`src/rtl/mxbus_pkg.sv`:
```
// Shared widths, depth and FSM state encoding for the mxbus write target.
package mxbus_pkg;

  localparam int ADDR_W = 6;
  localparam int LEN_W  = 6;
  localparam int DATA_W = 32;
  localparam int STRB_W = 4;
  localparam int DEPTH  = 64;
  localparam int CNT_W  = 7;

  typedef enum logic [1:0] {
    ST_IDLE     = 2'd0,
    ST_WAIT_RDY = 2'd1,
    ST_DATA     = 2'd2
  } state_t;

  // A length field of zero stands for a full-depth burst.
  function automatic logic [CNT_W-1:0] decode_len(input logic [LEN_W-1:0] len);
    return (len == '0) ? CNT_W'(DEPTH) : {1'b0, len};
  endfunction

endpackage

```
`src/rtl/mxbus_if.sv`:
```
// Burst write bus plus consumer read port between a master and the mxbus target.
interface mxbus_if;
  import mxbus_pkg::*;

  logic              start;
  logic              ready;
  logic [ADDR_W-1:0] address;
  logic [LEN_W-1:0]  length;
  logic              dvalid;
  logic [DATA_W-1:0] data;
  logic [STRB_W-1:0] strobe;
  logic              complete;
  logic              ack;
  logic              xfer_done;
  logic              err;
  logic [ADDR_W-1:0] rd_addr;
  logic [DATA_W-1:0] rd_data;

  modport master (
    output start, ready, address, length, dvalid, data, strobe, complete, rd_addr,
    input  ack, xfer_done, err, rd_data
  );

  modport slave (
    input  start, ready, address, length, dvalid, data, strobe, complete, rd_addr,
    output ack, xfer_done, err, rd_data
  );

endinterface

```
`src/rtl/mxbus_mem.sv`:
```
// 64x32 storage with per-byte write enables and a registered read port.
module mxbus_mem
  import mxbus_pkg::*;
(
  input  logic              clk,
  input  logic              rst_n,
  input  logic              we,
  input  logic [ADDR_W-1:0] waddr,
  input  logic [DATA_W-1:0] wdata,
  input  logic [STRB_W-1:0] wstrb,
  input  logic [ADDR_W-1:0] raddr,
  output logic [DATA_W-1:0] rdata
);

  logic [DATA_W-1:0] mem [DEPTH];

  // Array is deliberately left without reset so its contents survive rst_n.
  always_ff @(posedge clk) begin
    if (we) begin
      for (int i = 0; i < STRB_W; i++) begin
        if (wstrb[i]) begin
          mem[waddr][8*i +: 8] <= wdata[8*i +: 8];
        end
      end
    end
  end

  always_ff @(posedge clk or negedge rst_n) begin
    if (!rst_n) begin
      rdata <= '0;
    end else begin
      rdata <= mem[raddr];
    end
  end

endmodule

```
`src/rtl/mxbus_target.sv`:
```
// Burst write target: accepts a request, counts beats into storage, flags protocol errors.
//
//   state       | meaning
//   ST_IDLE     | waiting for start; latches address/length and clears err
//   ST_WAIT_RDY | request latched, waiting for master ready; ack on accept
//   ST_DATA     | accepting beats until complete
module mxbus_target
  import mxbus_pkg::*;
(
  input  logic    clk,
  input  logic    rst_n,
  mxbus_if.slave  bus
);

  state_t            state;
  logic [ADDR_W-1:0] wr_ptr;
  logic [CNT_W-1:0]  beat_cnt;
  logic [CNT_W-1:0]  len_q;
  logic              xfer_done_q;
  logic              err_q;
  logic              beat_ok;
  logic [CNT_W-1:0]  cnt_next;

  assign beat_ok  = (state == ST_DATA) && bus.dvalid && (beat_cnt < len_q);
  assign cnt_next = beat_cnt + CNT_W'(beat_ok);

  always_ff @(posedge clk or negedge rst_n) begin
    if (!rst_n) begin
      state       <= ST_IDLE;
      wr_ptr      <= '0;
      beat_cnt    <= '0;
      len_q       <= '0;
      xfer_done_q <= 1'b0;
      err_q       <= 1'b0;
    end else begin
      xfer_done_q <= 1'b0;
      case (state)
        ST_IDLE: begin
          if (bus.start) begin
            wr_ptr   <= bus.address;
            len_q    <= decode_len(bus.length);
            beat_cnt <= '0;
            err_q    <= 1'b0;
            state    <= ST_WAIT_RDY;
          end
        end
        ST_WAIT_RDY: begin
          if (bus.ready) begin
            state <= ST_DATA;
          end
        end
        ST_DATA: begin
          if (beat_ok) begin
            wr_ptr   <= wr_ptr + 1'b1;
            beat_cnt <= cnt_next;
          end
          // A beat arriving with complete counts toward the final tally.
          if (bus.complete) begin
            if (cnt_next == len_q) begin
              xfer_done_q <= 1'b1;
            end else begin
              err_q <= 1'b1;
            end
            state <= ST_IDLE;
          end
        end
        default: state <= ST_IDLE;
      endcase
      // Any beat not written (outside DATA or past len) is an error, even on the accepting cycle.
      if (bus.dvalid && !beat_ok) begin
        err_q <= 1'b1;
      end
    end
  end

  assign bus.ack       = (state == ST_WAIT_RDY) && bus.ready;
  assign bus.xfer_done = xfer_done_q;
  assign bus.err       = err_q;

  mxbus_mem u_mem (
    .clk   (clk),
    .rst_n (rst_n),
    .we    (beat_ok),
    .waddr (wr_ptr),
    .wdata (bus.data),
    .wstrb (bus.strobe),
    .raddr (bus.rd_addr),
    .rdata (bus.rd_data)
  );

endmodule

```
`src/flat_wrapper.sv`:
```
// flat-port wrapper written by rule: the top's interface ports become plain ports
module mxbus_target_flat import mxbus_pkg::*;
  (clk, rst_n, bus_start, bus_ready, bus_address, bus_length, bus_dvalid, bus_data, bus_strobe, bus_complete, bus_rd_addr, bus_ack, bus_xfer_done, bus_err, bus_rd_data);
  mxbus_if bus_i ();
  input  logic clk;
  input  logic rst_n;
  input wire logic [$bits(bus_i.start)-1:0] bus_start;
  input wire logic [$bits(bus_i.ready)-1:0] bus_ready;
  input wire logic [$bits(bus_i.address)-1:0] bus_address;
  input wire logic [$bits(bus_i.length)-1:0] bus_length;
  input wire logic [$bits(bus_i.dvalid)-1:0] bus_dvalid;
  input wire logic [$bits(bus_i.data)-1:0] bus_data;
  input wire logic [$bits(bus_i.strobe)-1:0] bus_strobe;
  input wire logic [$bits(bus_i.complete)-1:0] bus_complete;
  input wire logic [$bits(bus_i.rd_addr)-1:0] bus_rd_addr;
  output wire logic [$bits(bus_i.ack)-1:0] bus_ack;
  output wire logic [$bits(bus_i.xfer_done)-1:0] bus_xfer_done;
  output wire logic [$bits(bus_i.err)-1:0] bus_err;
  output wire logic [$bits(bus_i.rd_data)-1:0] bus_rd_data;
  assign bus_i.start = bus_start;
  assign bus_i.ready = bus_ready;
  assign bus_i.address = bus_address;
  assign bus_i.length = bus_length;
  assign bus_i.dvalid = bus_dvalid;
  assign bus_i.data = bus_data;
  assign bus_i.strobe = bus_strobe;
  assign bus_i.complete = bus_complete;
  assign bus_i.rd_addr = bus_rd_addr;
  assign bus_ack = bus_i.ack;
  assign bus_xfer_done = bus_i.xfer_done;
  assign bus_err = bus_i.err;
  assign bus_rd_data = bus_i.rd_data;
  mxbus_target u_core (.clk(clk), .rst_n(rst_n), .bus(bus_i));
endmodule
```
`config.mk`:
```
export PLATFORM = sky130hd
export DESIGN_NAME = mxbus_target_flat
export DESIGN_NICKNAME = d
export VERILOG_FILES = /design/src/rtl/mxbus_pkg.sv /design/src/rtl/mxbus_if.sv /design/src/rtl/mxbus_mem.sv /design/src/rtl/mxbus_target.sv /design/src/flat_wrapper.sv
export SDC_FILE = /design/constraint.sdc
export NUM_CORES = 2
export LEC_CHECK = 0
export ABC_AREA = 1
export CAP_MARGIN = 20
export CORE_ASPECT_RATIO = 0.9
export CORE_MARGIN = 2
export CORE_UTILIZATION = 35
export DETAILED_ROUTE_END_ITERATION = 7
export HOLD_SLACK_MARGIN = 0.05
export SLEW_MARGIN = 15
export SYNTH_ARGS = -nofsm -noshare
export SYNTH_HDL_FRONTEND = slang
export SYNTH_SLANG_ARGS = --single-unit
```
`constraint.sdc`:
```
create_clock -name clk -period 3.3 [get_ports clk]
set_input_delay 0.99 -clock clk [delete_from_list [all_inputs] [get_ports clk]]
set_output_delay 0.99 -clock clk [all_outputs]
set_load 0.01 [all_outputs]
```
Word-level counts from Yosys, hierarchy flattened
Memories as Yosys holds them, arrays and structs flattened. A register that Yosys moved wholly into a read port is not among the register bits.
Cells that the tools add are included.
{ "classes": {"addsub": 2, "n_lt_le_gt_ge": 1, "eq_ne": 10, "muxes": 31, "reduce_logical": 14} }
{ "op_table": {"columns": ["cell", "count"], "rows": [
  ["$mux W7", 3],
  ["$mux W1", 19],
  ["$pmux W7 S2", 1],
  ["$mux W6", 2],
  ["$pmux W6 S2", 1],
  ["$add A7 B1 Y7", 1],
  ["$eq A7 B7 Y1", 1],
  ["$lt A7 B7 Y1", 1],
  ["$add A6 B1 Y6 const B", 1],
  ["$logic_not A6 Y1", 1],
  ["$mux W2", 3],
  ["$ne A2 B2 Y1 const B", 3],
  ["$ne A3 B3 Y1 const B", 2],
  ["$pmux W2 S3", 1],
  ["$reduce_and A3 Y1", 2],
  ["$logic_and A1 B1 Y1", 4],
  ["$reduce_and A4 Y1", 1],
  ["$ne A3 B2 Y1 const B", 1],
  ["$reduce_bool A3 Y1", 1],
  ["$eq A2 B1 Y1 const B", 1],
  ["$eq A2 B2 Y1 const B", 1],
  ["$logic_not A1 Y1", 2],
  ["$logic_not A2 Y1", 1],
  ["$ne A2 B1 Y1 const B", 1],
  ["3 further kinds", 3]
]} }
{ "totals": {"regBits": 24, "ram_bits": 2048, "in_bits": 60, "wordCells": 65, "n_memories": 1} }
{ "memory_table": {"columns": ["name", "depth", "width", "read_ports", "rd_ports_with_merged_regs", "wr", "line_no", "rtl"], "rows": [
  ["u_core.u_mem.mem", 64, 32, 1, 1, 1, "mxbus_mem.sv:15", "logic [DATA_W-1:0] mem [DEPTH];"]
]} }

Longest topological paths before layout
{ "depth": {"depth_word": 9, "ltp_mapped": 22, "ltp_nobuf": 22} }

By module
Synthesis repeated with hierarchy kept, for this count alone.
{ "hier_totals": {"hier_cells": 7272, "hier_area_um2": 85459.5} }
{ "modules_own_cells": {"columns": ["module", "instances", "cells_per_inst", "area_each_um2", "seq_area_each_um2"], "rows": [
  ["mxbus_mem", 1, 7053, 83890.5, 62299.8],
  ["mxbus_target", 1, 219, 1569.0, 600.6]
]} }

Least setup slack after synthesis
No wires, ideal clock.
{ "synth_path": {"path_type": "input port to flip-flop", "startpoint": "input bus_dvalid", "endpoint": "register u_core.err_q, in the netlist u_core.bus.err", "setup_time_ns": 0.117, "arrival_ns": 2.525, "slack_ns": 0.658, "cell_stages": 19, "path_cell_list": "inv_1 -> nor2_1 -> nand3_1 -> inv_2 -> ha_1 -> ha_1 -> nand2_1 -> nor2_1 -> nand2_1 -> nand2_1 -> nand2_1 -> nand2_1 -> nand2_1 -> nor2_1 -> nand3_1 -> nand2_1 -> nand2_1 -> nand2_1 -> nand2_1"} }
{ "synth_between": {"elab_chain_len": 6, "elab_cells_between_ends": 12, "cone_classes": "1 x add/sub; 4 x eq/ne; 1 x mux; 6 x reduce/logical"} }
{ "synth_rtl": {"columns": ["element", "line_no", "rtl"], "rows": [
  ["start: declaration", "flat_wrapper.sv:11", "input wire logic [$bits(bus_i.dvalid)-1:0] bus_dvalid;"],
  ["$logic_and A1 B1 Y1 (2 in series)", "mxbus_target.sv:24", "assign beat_ok = (state == ST_DATA) && bus.dvalid && (beat_cnt < len_q);"],
  ["$add A7 B1 Y7 / $logic_not A1 Y1 (equally long branches)", "mxbus_target.sv:25, mxbus_target.sv:70", null],
  ["$eq A7 B7 Y1 / $logic_and A1 B1 Y1 (equally long branches)", "mxbus_target.sv:59, mxbus_target.sv:70", null],
  ["$ne A3 B3 Y1 (no line), or another cell as far along", null, null],
  ["$reduce_and A4 Y1 (no line)", null, null],
  ["end signal: assignment", "mxbus_target.sv:34", "err_q <= 1'b0;"],
  ["end signal: assignment", "mxbus_target.sv:62", "err_q <= 1'b1;"],
  ["end signal: assignment", "mxbus_target.sv:71", "err_q <= 1'b1;"],
  ["end: declaration", "mxbus_target.sv:20", "logic err_q;"]
]} }
Several ways; a longest one is shown, not always the timed one.
A chain may end at the register's enable or synchronous reset.

Worst setup path in the final report
{ "layout_path": {"startpoint": "register u_core.u_mem.rdata[16], read port of u_core.u_mem.mem", "endpoint": "output bus_rd_data[16]"} }
{ "layout_rtl": {"columns": ["element", "line_no", "rtl"], "rows": [
  ["start: declaration", "mxbus_mem.sv:12", "output logic [DATA_W-1:0] rdata"],
  ["end: declaration", "flat_wrapper.sv:19", "output wire logic [$bits(bus_i.rd_data)-1:0] bus_rd_data;"]
]} }
No word-level cell between the ends.

==> qor.txt <==
Post-DR wirelength/cell - 24.2 µm
Commonest non-fill, non-tap cell in the layout - sky130_fd_sc_hd__edfxtp_1
Slew margin rel. - 0.299
Type of the most critical hold path - in -> async
Number of distinct standard cells referenced by the synthesized netlist - 33
Port Buffers - 94
Internal Pwr Total - 0.0442 W
Final critical delay including setup and external delays - 3.18 ns
ANT nets after route - 0
Count of buffers added by post-CTS timing repair for setup - 0
Post-route cell area - 0.0985 mm²
Switching power - 0.0142 W
Switching power as a share of total power - 0.243
Crit path kind - reg -> out
RSZ-0062 raised after global routing - false
Number of warning messages in the yosys log - 0
Placed Area - 0.0917 mm²
Rows - 170
Cell area after synthesis - 0.0841 mm²
Count of endpoints failing setup in the final report - 0
Combined global-route utilization of all metal layers - 0.203
Area taken by flip-flops and latches - 0.0629 mm²
Power per standard cell area - 593 mW/mm²
Data arrival time of the critical path - 2.19 ns
Hold Violations, Final - 0
Clock-pin slew of the registers on the worst-case setup and hold paths - 0.07 ns
Tcrit/Tclk final - 0.963
Drt first-iter violations - 7093
Post-Synth Adder-Cell Area - 0.00134
Area added between synthesis and finish - 17.1%
Delay of the slowest cell on the worst path - 0.69 ns
Worst path cell trace - clkdlybuf4s50_1
Worst skew pair latency - 0.86 ns
Flop pwr share - 0.509
Gate power share - 0.089
CP Max Fanout - 1
Combinational family with the most area after synthesis - simple AND/OR/NAND/NOR gates
Via count normalized by instance count - 5.42
Lkg Pwr - 32.9 nW
Post-route clock skew - 0.0322 ns
Die footprint - 0.244 mm²
Die Span Y - 469 µm
Hold buffer count at CTS - 0
Placer's final routability congestion estimate - 0.879
H-tree Lvls - 4
Count of pins on the block boundary - 95
Largest net degree at the start of global routing - 104
Initial core utilization - 0.352
Maximum count of clock buffers along a single path - 3
Global-route wire length before repair - 368000 µm
Final TNS setup - 0 ns
Clock tree sinks - 2104
Number of antenna violations at the first check in global routing - 39
Kind of cell adding the most delay to the critical path - flip-flops
Core Area - 0.239 mm²
Clk root buf - sky130_fd_sc_hd__clkbuf_16
Part of the power in the clock network - 0.402
Timing-limited maximum frequency - 315 MHz
Measured slew at the worst slew-check pin - 1.05 ns
Overflow left after global routing - 0
Outcome - completed
Slowest library cell on the worst path - sky130_fd_sc_hd__dfrtp_1
Seq cells post-synth - 2104
Endpoint class of the critical path - primary output
Mean cell area of the mapped netlist - 12.5 µm²
Cts bufs inserted - 209
Post-synthesis compound-gate area fraction - 0.0990
Worst EP required - 2.31 ns
Gate count after technology mapping - 6756
TritonCTS clock tree - built
Resized Gates After CTS - 0
Total via count in the routed design - 56831
Number of maximum-capacitance violations - 0
Total DRC errors in the routed layout - 0
Startpoint Class - flop
Number of cells on the critical path - 1
Post-Synthesis Net Count - 6825
Commonest cells after routing, fill and taps aside - 2048 x sky130_fd_sc_hd__edfxtp_1, 1248 x sky130_fd_sc_hd__nor2_1, 948 x sky130_fd_sc_hd__o21ai_0, 850 x sky130_fd_sc_hd__nand2_1, 485 x sky130_fd_sc_hd__o22ai_1
Simple-gate share of the synthesized area - 0.121
Pwr Total - 0.0584 W
Multi-input combinational cell area - 0.0187 mm²
Final HPWL from detailed placement - 162000 µm
X dimension of the die - 521 µm
Net count of the finished layout - 7186
Total buffers and inverters traversed by the critical path - 1
Overall routed net length - 254000 µm
Worst voltage drop across the vdd grid - 0.000634 V
Share of layout cells above drive strength 1 - 0.121
Layout fillers - 22043
Seq/Total Area, Yosys - 0.748
Number of iterations in the first detailed-routing pass - 6
Xor/xnor share of the synthesized area - 0.000521
Number of cells traversed by the worst register-to-register path - 4
Post-synthesis mux area share - 0.000134
Vias in the first global route - 53707
Count of pins over their slew limit - 0
==> through the flow <==
stage                     worst slack [ns]  std cells  hold WS (ns)  utilization
after global routing                 0.106      10482         0.176        0.413
after detailed placement           -0.0273      10088         0.530        0.384
after global placement              -0.191      10088         0.523        0.384
after floorplan                      0.658       6756         0.475            -
final                                0.122      10492         0.190        0.413
after CTS                           0.0810      10476         0.145        0.412
==> logic make-up (layout without fill, tap and decap cells) <==
logic type / after synthesis / count (layout)
mux: 1 / 1
xor+xnor: 5 / 5
flops: 2104 / 2104
buf+inv: 539 / 1077
other cells: 0 / 16
compound gates: 1540 / 1540
simple gates: 2558 / 2558
fa+ha+maj: 9 / 9
==> registers in the layout (all words and copies together), names as in the netlist <==
register / count
u_core.u_mem.rdata: 32
u_core.beat_cnt: 7
u_core.wr_ptr: 6
u_core.bus.xfer_done: 1
u_core.u_mem.mem: 2048
u_core.state: 2
u_core.bus.err: 1
u_core.len_q: 7
==> power groups by stage <==
stage / Clock (W) / Sequential [W] / Combinational, W
global route: 0.0248 / 0.0297 / 0.00554
CTS: 0.0237 / 0.0297 / 0.00514
finish: 0.0235 / 0.0297 / 0.00519
detailed placement: 0 / 0.0303 / 0.00512
floorplan: 0 / 0.0302 / 0.00244
global placement: 0 / 0.0303 / 0.00508
==> per-layer routing <==
| metal | routed length, µm | GRT usage | vias to the layer above |
|---|---|---|---|
| met1 | 104000 | 0.278 | 28224 |
| met4 | 10500 | 0.0856 | 24 |
| met3 | 23500 | 0.0401 | 466 |
| met2 | 116000 | 0.316 | 2764 |
| met5 | 173 | 0 | - |
| li1 | - | - | 25353 |
==> synthesized netlist by cell type <==
library cell,n,share of area
sky130_fd_sc_hd__edfxtp_1,2048,0.73
sky130_fd_sc_hd__nor2_1,1248,0.056
sky130_fd_sc_hd__o21ai_0,948,0.056
sky130_fd_sc_hd__nand2_1,852,0.038
sky130_fd_sc_hd__o22ai_1,485,0.036
sky130_fd_sc_hd__nand3_1,439,0.026
sky130_fd_sc_hd__clkbuf_1,281,0.013
sky130_fd_sc_hd__buf_2,107,0.0064
sky130_fd_sc_hd__o21ai_1,65,0.0039
sky130_fd_sc_hd__inv_1,59,0.0026
sky130_fd_sc_hd__dfrtp_1,56,0.017
sky130_fd_sc_hd__buf_6,41,0.0055
sky130_fd_sc_hd__a21oi_1,35,0.0021
sky130_fd_sc_hd__buf_1,34,0.0015
sky130_fd_sc_hd__buf_4,9,0.00080
sky130_fd_sc_hd__ha_1,9,0.0013
sky130_fd_sc_hd__nor3_1,8,0.00048
sky130_fd_sc_hd__inv_2,5,0.00022
sky130_fd_sc_hd__nand4_1,5,0.00037
sky130_fd_sc_hd__o211ai_1,4,0.00036
sky130_fd_sc_hd__xnor2_1,3,0.00031
sky130_fd_sc_hd__buf_8,2,0.00036
sky130_fd_sc_hd__nand2_2,2,0.00015
sky130_fd_sc_hd__xor2_1,2,0.00021
sky130_fd_sc_hd__a31oi_1,1,0.000074
sky130_fd_sc_hd__and3_1,1,0.000074
sky130_fd_sc_hd__inv_4,1,0.000074
sky130_fd_sc_hd__mux2_2,1,0.00013
sky130_fd_sc_hd__nor2_2,1,0.000074
sky130_fd_sc_hd__nor2_4,1,0.00013
sky130_fd_sc_hd__nor4_1,1,0.000074
sky130_fd_sc_hd__o21a_1,1,0.000089
sky130_fd_sc_hd__o31ai_1,1,0.000089
==> layout make-up <==
class	count	area share
Antenna cell	16	0.000407
Clock buffer	268	0.0567
Clock inverter	120	0.0117
Inverter	65	0.00282
Multi-Input combinational cell	4113	0.190
Sequential cell	2104	0.639
Tap cell	3182	0.0404
Timing Repair Buffer	624	0.0593
==> path summary, 6_finish.rpt <==
| check | start | to | slack, ns |
|---|---|---|---|
| max in group asynchronous | rst_n | u_core.u_mem.rdata[10] | 2.32 |
| worst min register to register | u_core.len_q[5] | u_core.len_q[5] | 0.55 |
| worst max register to register | u_core.wr_ptr[3] | u_core.u_mem.mem[20][27] | 0.43 |
| min in group clk | bus_data[24] | u_core.u_mem.mem[9][24] | 0.44 |
| worst min-delay path | rst_n | u_core.wr_ptr[0] | 0.19 |
| worst max-delay path | u_core.u_mem.rdata[16] | bus_rd_data[16] | 0.12 |
(Power assumes the default switching activity.)
